## src/rtl/comparer_sequencer_pkg.sv

```systemverilog
// Shared types and sizing helpers for the chunked magnitude comparator.
package comparer_sequencer_pkg;

  typedef enum logic [1:0] {StIdle, StRun, StDone} cmpseq_state_t;

  typedef struct packed {
    logic eq;
    logic gt;
    logic lt;
  } cmp_result_t;

  function automatic int unsigned nchunks(input int unsigned width, input int unsigned chunk);
    return (width / chunk < 1) ? 1 : width / chunk;
  endfunction

  function automatic int unsigned idx_width(input int unsigned n);
    return (n > 1) ? $clog2(n) : 1;
  endfunction

endpackage

```

## src/rtl/comparer_sequencer_comparer.sv

```systemverilog
// Combinational signed/unsigned magnitude compare of one chunk.
module comparer_sequencer_comparer
  import comparer_sequencer_pkg::*;
#(
  parameter int unsigned WIDTH = 8
) (
  input  logic [WIDTH-1:0] a_i,
  input  logic [WIDTH-1:0] b_i,
  input  logic             unsigned_i,
  output cmp_result_t      res_o
);

  always_comb begin
    res_o    = '0;
    res_o.eq = (a_i == b_i);
    if (unsigned_i) begin
      res_o.gt = (a_i > b_i);
    end else begin
      res_o.gt = ($signed(a_i) > $signed(b_i));
    end
    res_o.lt = ~res_o.eq & ~res_o.gt;
  end

endmodule

```

## src/rtl/comparer_sequencer.sv

```systemverilog
// Multi-cycle magnitude comparator: walks one chunk per cycle from the MSB chunk,
// stopping at the first unequal chunk and pulsing o_Done with registered flags.
module comparer_sequencer
  import comparer_sequencer_pkg::*;
#(
  parameter int unsigned WIDTH = 32,
  parameter int unsigned CHUNK = 8
) (
  input  logic             i_Clock,
  input  logic             i_Reset,
  input  logic             i_Start,
  input  logic             i_Flush,
  input  logic [WIDTH-1:0] i_InputA,
  input  logic [WIDTH-1:0] i_InputB,
  input  logic             i_Unsigned,
  output logic             o_Ready,
  output logic             o_Done,
  output logic             o_EQ,
  output logic             o_GT,
  output logic             o_LT
);

  localparam int unsigned NChunks = nchunks(WIDTH, CHUNK);
  localparam int unsigned IdxW    = idx_width(NChunks);
  localparam logic [IdxW-1:0] LastIdx = IdxW'(NChunks - 1);

  if (WIDTH % CHUNK != 0) begin : g_width_check
    $error("comparer_sequencer: WIDTH must be a multiple of CHUNK");
  end

  cmpseq_state_t   state_q;
  logic [IdxW-1:0] idx_q;
  logic [WIDTH-1:0] a_q, b_q;
  logic            uns_q;
  logic            ready_q, done_q;
  cmp_result_t     res_q;

  logic [WIDTH-1:0] a_shift, b_shift;
  logic [CHUNK-1:0] a_chunk, b_chunk;
  logic             chunk_unsigned;
  cmp_result_t      chunk_res;
  int unsigned      shamt;

  assign shamt   = 32'(idx_q) * CHUNK;
  assign a_shift = a_q >> shamt;
  assign b_shift = b_q >> shamt;
  assign a_chunk = a_shift[CHUNK-1:0];
  assign b_chunk = b_shift[CHUNK-1:0];
  // Only the top chunk carries the sign; lower chunks are plain magnitudes.
  assign chunk_unsigned = uns_q || (idx_q != LastIdx);

  comparer_sequencer_comparer #(
    .WIDTH(CHUNK)
  ) u_comparer (
    .a_i       (a_chunk),
    .b_i       (b_chunk),
    .unsigned_i(chunk_unsigned),
    .res_o     (chunk_res)
  );

  always_ff @(posedge i_Clock or negedge i_Reset) begin
    if (!i_Reset) begin
      state_q <= StIdle;
      idx_q   <= '0;
      a_q     <= '0;
      b_q     <= '0;
      uns_q   <= 1'b0;
      ready_q <= 1'b1;
      done_q  <= 1'b0;
      res_q   <= '0;
    end else begin
      done_q <= 1'b0;
      if (i_Flush) begin
        // Flush in IDLE wins over start but leaves the last result visible.
        if (state_q != StIdle) res_q <= '0;
        state_q <= StIdle;
        ready_q <= 1'b1;
      end else begin
        unique case (state_q)
          StIdle: begin
            if (i_Start) begin
              a_q     <= i_InputA;
              b_q     <= i_InputB;
              uns_q   <= i_Unsigned;
              idx_q   <= LastIdx;
              res_q   <= '0;
              ready_q <= 1'b0;
              state_q <= StRun;
            end
          end
          StRun: begin
            if (!chunk_res.eq || idx_q == '0) begin
              res_q   <= chunk_res;
              done_q  <= 1'b1;
              state_q <= StDone;
            end else begin
              idx_q <= idx_q - 1'b1;
            end
          end
          StDone: begin
            ready_q <= 1'b1;
            state_q <= StIdle;
          end
          default: begin
            ready_q <= 1'b1;
            state_q <= StIdle;
          end
        endcase
      end
    end
  end

  assign o_Ready = ready_q;
  assign o_Done  = done_q;
  assign o_EQ    = res_q.eq;
  assign o_GT    = res_q.gt;
  assign o_LT    = res_q.lt;

endmodule

```

## config.mk

```make
export PLATFORM = sky130hd
export DESIGN_NAME = comparer_sequencer
export DESIGN_NICKNAME = d
export VERILOG_FILES = /design/src/rtl/comparer_sequencer_pkg.sv /design/src/rtl/comparer_sequencer_comparer.sv /design/src/rtl/comparer_sequencer.sv
export SDC_FILE = /design/constraint.sdc
export NUM_CORES = 1
export LEC_CHECK = 0
export ABC_CLOCK_PERIOD_IN_PS = 3800
export BUFFER_PORTS_ARGS = -buffer_cell sky130_fd_sc_hd__buf_2
export CAP_MARGIN = 10
export CORE_MARGIN = 1.5
export CORE_UTILIZATION = 35
export DETAILED_ROUTE_END_ITERATION = 10
export SLEW_MARGIN = 20
export SYNTH_ARGS = -nofsm -noshare
export SYNTH_HDL_FRONTEND = slang
export SYNTH_SLANG_ARGS = --single-unit
export TNS_END_PERCENT = 1
```

## constraint.sdc

```tcl
create_clock -name i_Clock -period 3.8 [get_ports i_Clock]
set_input_delay 0.38 -clock i_Clock [delete_from_list [all_inputs] [get_ports i_Clock]]
set_output_delay 0.38 -clock i_Clock [all_outputs]
set_load 0.05 [all_outputs]
```

==> flow_metrics.tcl <==
set metrics [dict create \
    ys_types 29 \
    async_flop_share_pct 100 \
    hold_path_class "in2async" \
    worstPathMaxFanout 12 \
    grt.overflow.total 0 \
    synth.cell_area_um2 3460 \
    grt_max_degree 75 \
    synth-edff-count 0 \
    ys_ff_latch 74 \
    yosys_warnings 0 \
    vias 2138 \
    fin_worst_skew_ns 0.00918 \
    reg2reg_depth 8 \
    crit_path_end_kind "flop" \
    routed_wirelength_mm 6.65 \
    die_w_um 102 \
    synth_nets 311 \
    vias_per_cell 4.77 \
    setup_viol 0 \
    wl_per_cell_um 14.8 \
    p_leak_nw 1.90 \
    dpl_cell_area_um2 3960 \
    gp_congestion 0.747 \
    core_um2 9680 \
    nNetsFinal 389 \
    crit_type "reg2reg" \
    antenna_cells 0 \
    cts_hold_repair.buffers 0 \
    grt_pass1_vias 2192 \
    drc 0 \
    postCtsSetupBuffers 0 \
    p_per_area_nw_per_um2 531 \
    fin_crit_sh_pct 69.8 \
    track_usage_pct 13.7 \
    design.die.area_um2 10500 \
    core.rowCount 36 \
    io_pins 74 \
    hold_ws_ns 0.170 \
    drt-initial-drc-count 92 \
    hold_violations 0 \
    synth_top_area_share_pct 52.8 \
    yosysMostFrequentCell "dfrtp_1" \
    cts_buffer_depth 2 \
    ant_nets 0 \
    synthCells 232 \
    cts_sinks 74 \
    ys_top_cells_by_count "dfrtp_1 (73), mux2_2 (36), mux2_1 (29)" \
    synth_ff_type "dfrtp_1" \
    ir_drop_v 0.000155 \
    antenna_found_initial 0 \
    grt_setup_unrepaired "false" \
    cts_buffers 9 \
    root_buffer "clkbuf_8" \
    tns_ns 0 \
    port_buffers 73 \
    dpl.cell_count 432 \
    slowest_stage "mux4_2" \
    drive_above_1_share_pct 47.6 \
    fin_area_um2 4160 \
    worst_slew_pin_slew_ns 0.914 \
    slowest_delay_ns 0.53 \
    cp_data_required_time_ns 4.04 \
    worstPathArrival_ns 2.89 \
    area_growth_pct 20.2 \
    yosysTopAreaCell "dfrtp_1" \
    fp.dieH_um 102 \
    startpoint_type "flop" \
    synth-seq-area-share_pct 53.6 \
    status "finished, final reports clean" \
    start_util_pct 35.7 \
    cts_resized 0 \
    hpwl_mm 4.78 \
    grt_first_pass_wirelength_mm 10.7 \
    drt_pre_antenna_iters 4 \
    final_cells 448 \
    syn_area_per_cell_um2 14.9 \
    clk_latency_ns 0.35 \
    path_cells "buf_4, mux4_2, ha_1, nand4_1, nor3_1, a21o_2, nand3_1, o21a_1" \
    cts_tree "done" \
    timing.fmax_mhz 377 \
    fin_crit_ns 2.65 \
    cap_violations 0 \
    slew_violations 0 \
    max-slew-margin-rel_pct 39.1 \
    htreeDepth 3 \
    cts.reportedPaths.clkPinSlew_ns 0.08 \
    ys_top_cells_by_area "dfrtp_1 (53%), mux2_2 (12%), mux4_2 (10%)" \
]
==> cell families after synthesis <==
logic type,count (synthesis),synth area share (%)
simple gates,27,4.67
mux,81,31.6
buf+inv,22,3.44
flops,74,53.6
compound gates,18,3.11
fa+ha+maj,10,3.62
==> flip-flops by register name, summed over array words and instances (netlist names) <==
signal / flops
o_LT: 1
state_q: 2
o_Ready: 1
o_GT: 1
o_EQ: 1
o_Done: 1
idx_q: 2
b_q: 32
uns_q: 1
a_q: 32
==> power breakdown <==
| group | switching [W] | internal, W | total (W) |
|---|---|---|---|
| Sequential | 0.0000792 | 0.000946 | 0.00103 |
| Clock | 0.000296 | 0.000302 | 0.000598 |
| Combinational | 0.000267 | 0.000314 | 0.000581 |
==> final timing paths <==
check | from | to | slack [ns]
hold reg to reg | a_q[28]$_DFFE_PN0P_ | a_q[28]$_DFFE_PN0P_ | 0.48
min in group i_Clock | i_InputA[7] | a_q[7]$_DFFE_PN0P_ | 0.25
setup / recovery | idx_q[0]$_DFFE_PN0P_ | idx_q[0]$_DFFE_PN0P_ | 1.15
max in group asynchronous | i_Reset | a_q[26]$_DFFE_PN0P_ | 3.04
hold / removal | i_Reset | b_q[17]$_DFFE_PN0P_ | 0.17
setup reg to reg | idx_q[0]$_DFFE_PN0P_ | idx_q[0]$_DFFE_PN0P_ | 1.15
==> area by class of cell <==
type,instances,area [um^2]
clock buffer,9,124
clock inverter,7,70.1
fill,922,5530
inverter,11,41.3
multi-input combinational,136,1500
sequential,74,1850
tap,133,166
timing repair buffer,78,405
==> per-stage QoR <==
stage               setup slack (ns)  total power, W  utilization (%)
detailed placement              1.17         0.00163             40.9
finish                          1.15         0.00220             42.9
CTS                             1.14         0.00224             42.9
global placement                1.24         0.00161             40.9
global route                   0.962         0.00234             42.9
floorplan                       1.11         0.00146                -
==> metal layers <==
layer	share of wire (%)	routed length [um]	vias up	track usage (%)
li1	-	-	1004	-
met1	43	2880	1088	17.5
met2	51	3410	39	22.3
met3	4.3	288	7	3.76
met4	1.0	68	0	5.06
met5	0	0	-	0
==> worst max-delay path: cells and delay by family (launching register included) <==
family | cells | cell delay [ns]
flip-flops | 1 | 0.35
multiplexers | 1 | 0.53
AO/OA/AOI/OAI | 2 | 0.36
buffers and inverters | 1 | 0.24
adder cells (fa/ha/maj) | 1 | 0.35
AND/OR/NAND/NOR | 3 | 0.72
==> cells in the final DEF (no fill, tap or decap), types with 5 or more instances in the layout <==
cell / n
dfrtp_1: 73
inv_1: 11
a21oi_1: 7
nor2_1: 5
ha_1: 10
buf_4: 6
mux2_1: 29
nand3_1: 5
clkbuf_8: 9
buf_2: 72
nor2b_1: 6
mux2_2: 36
mux4_2: 16
Power figures use the tool's default switching activity.
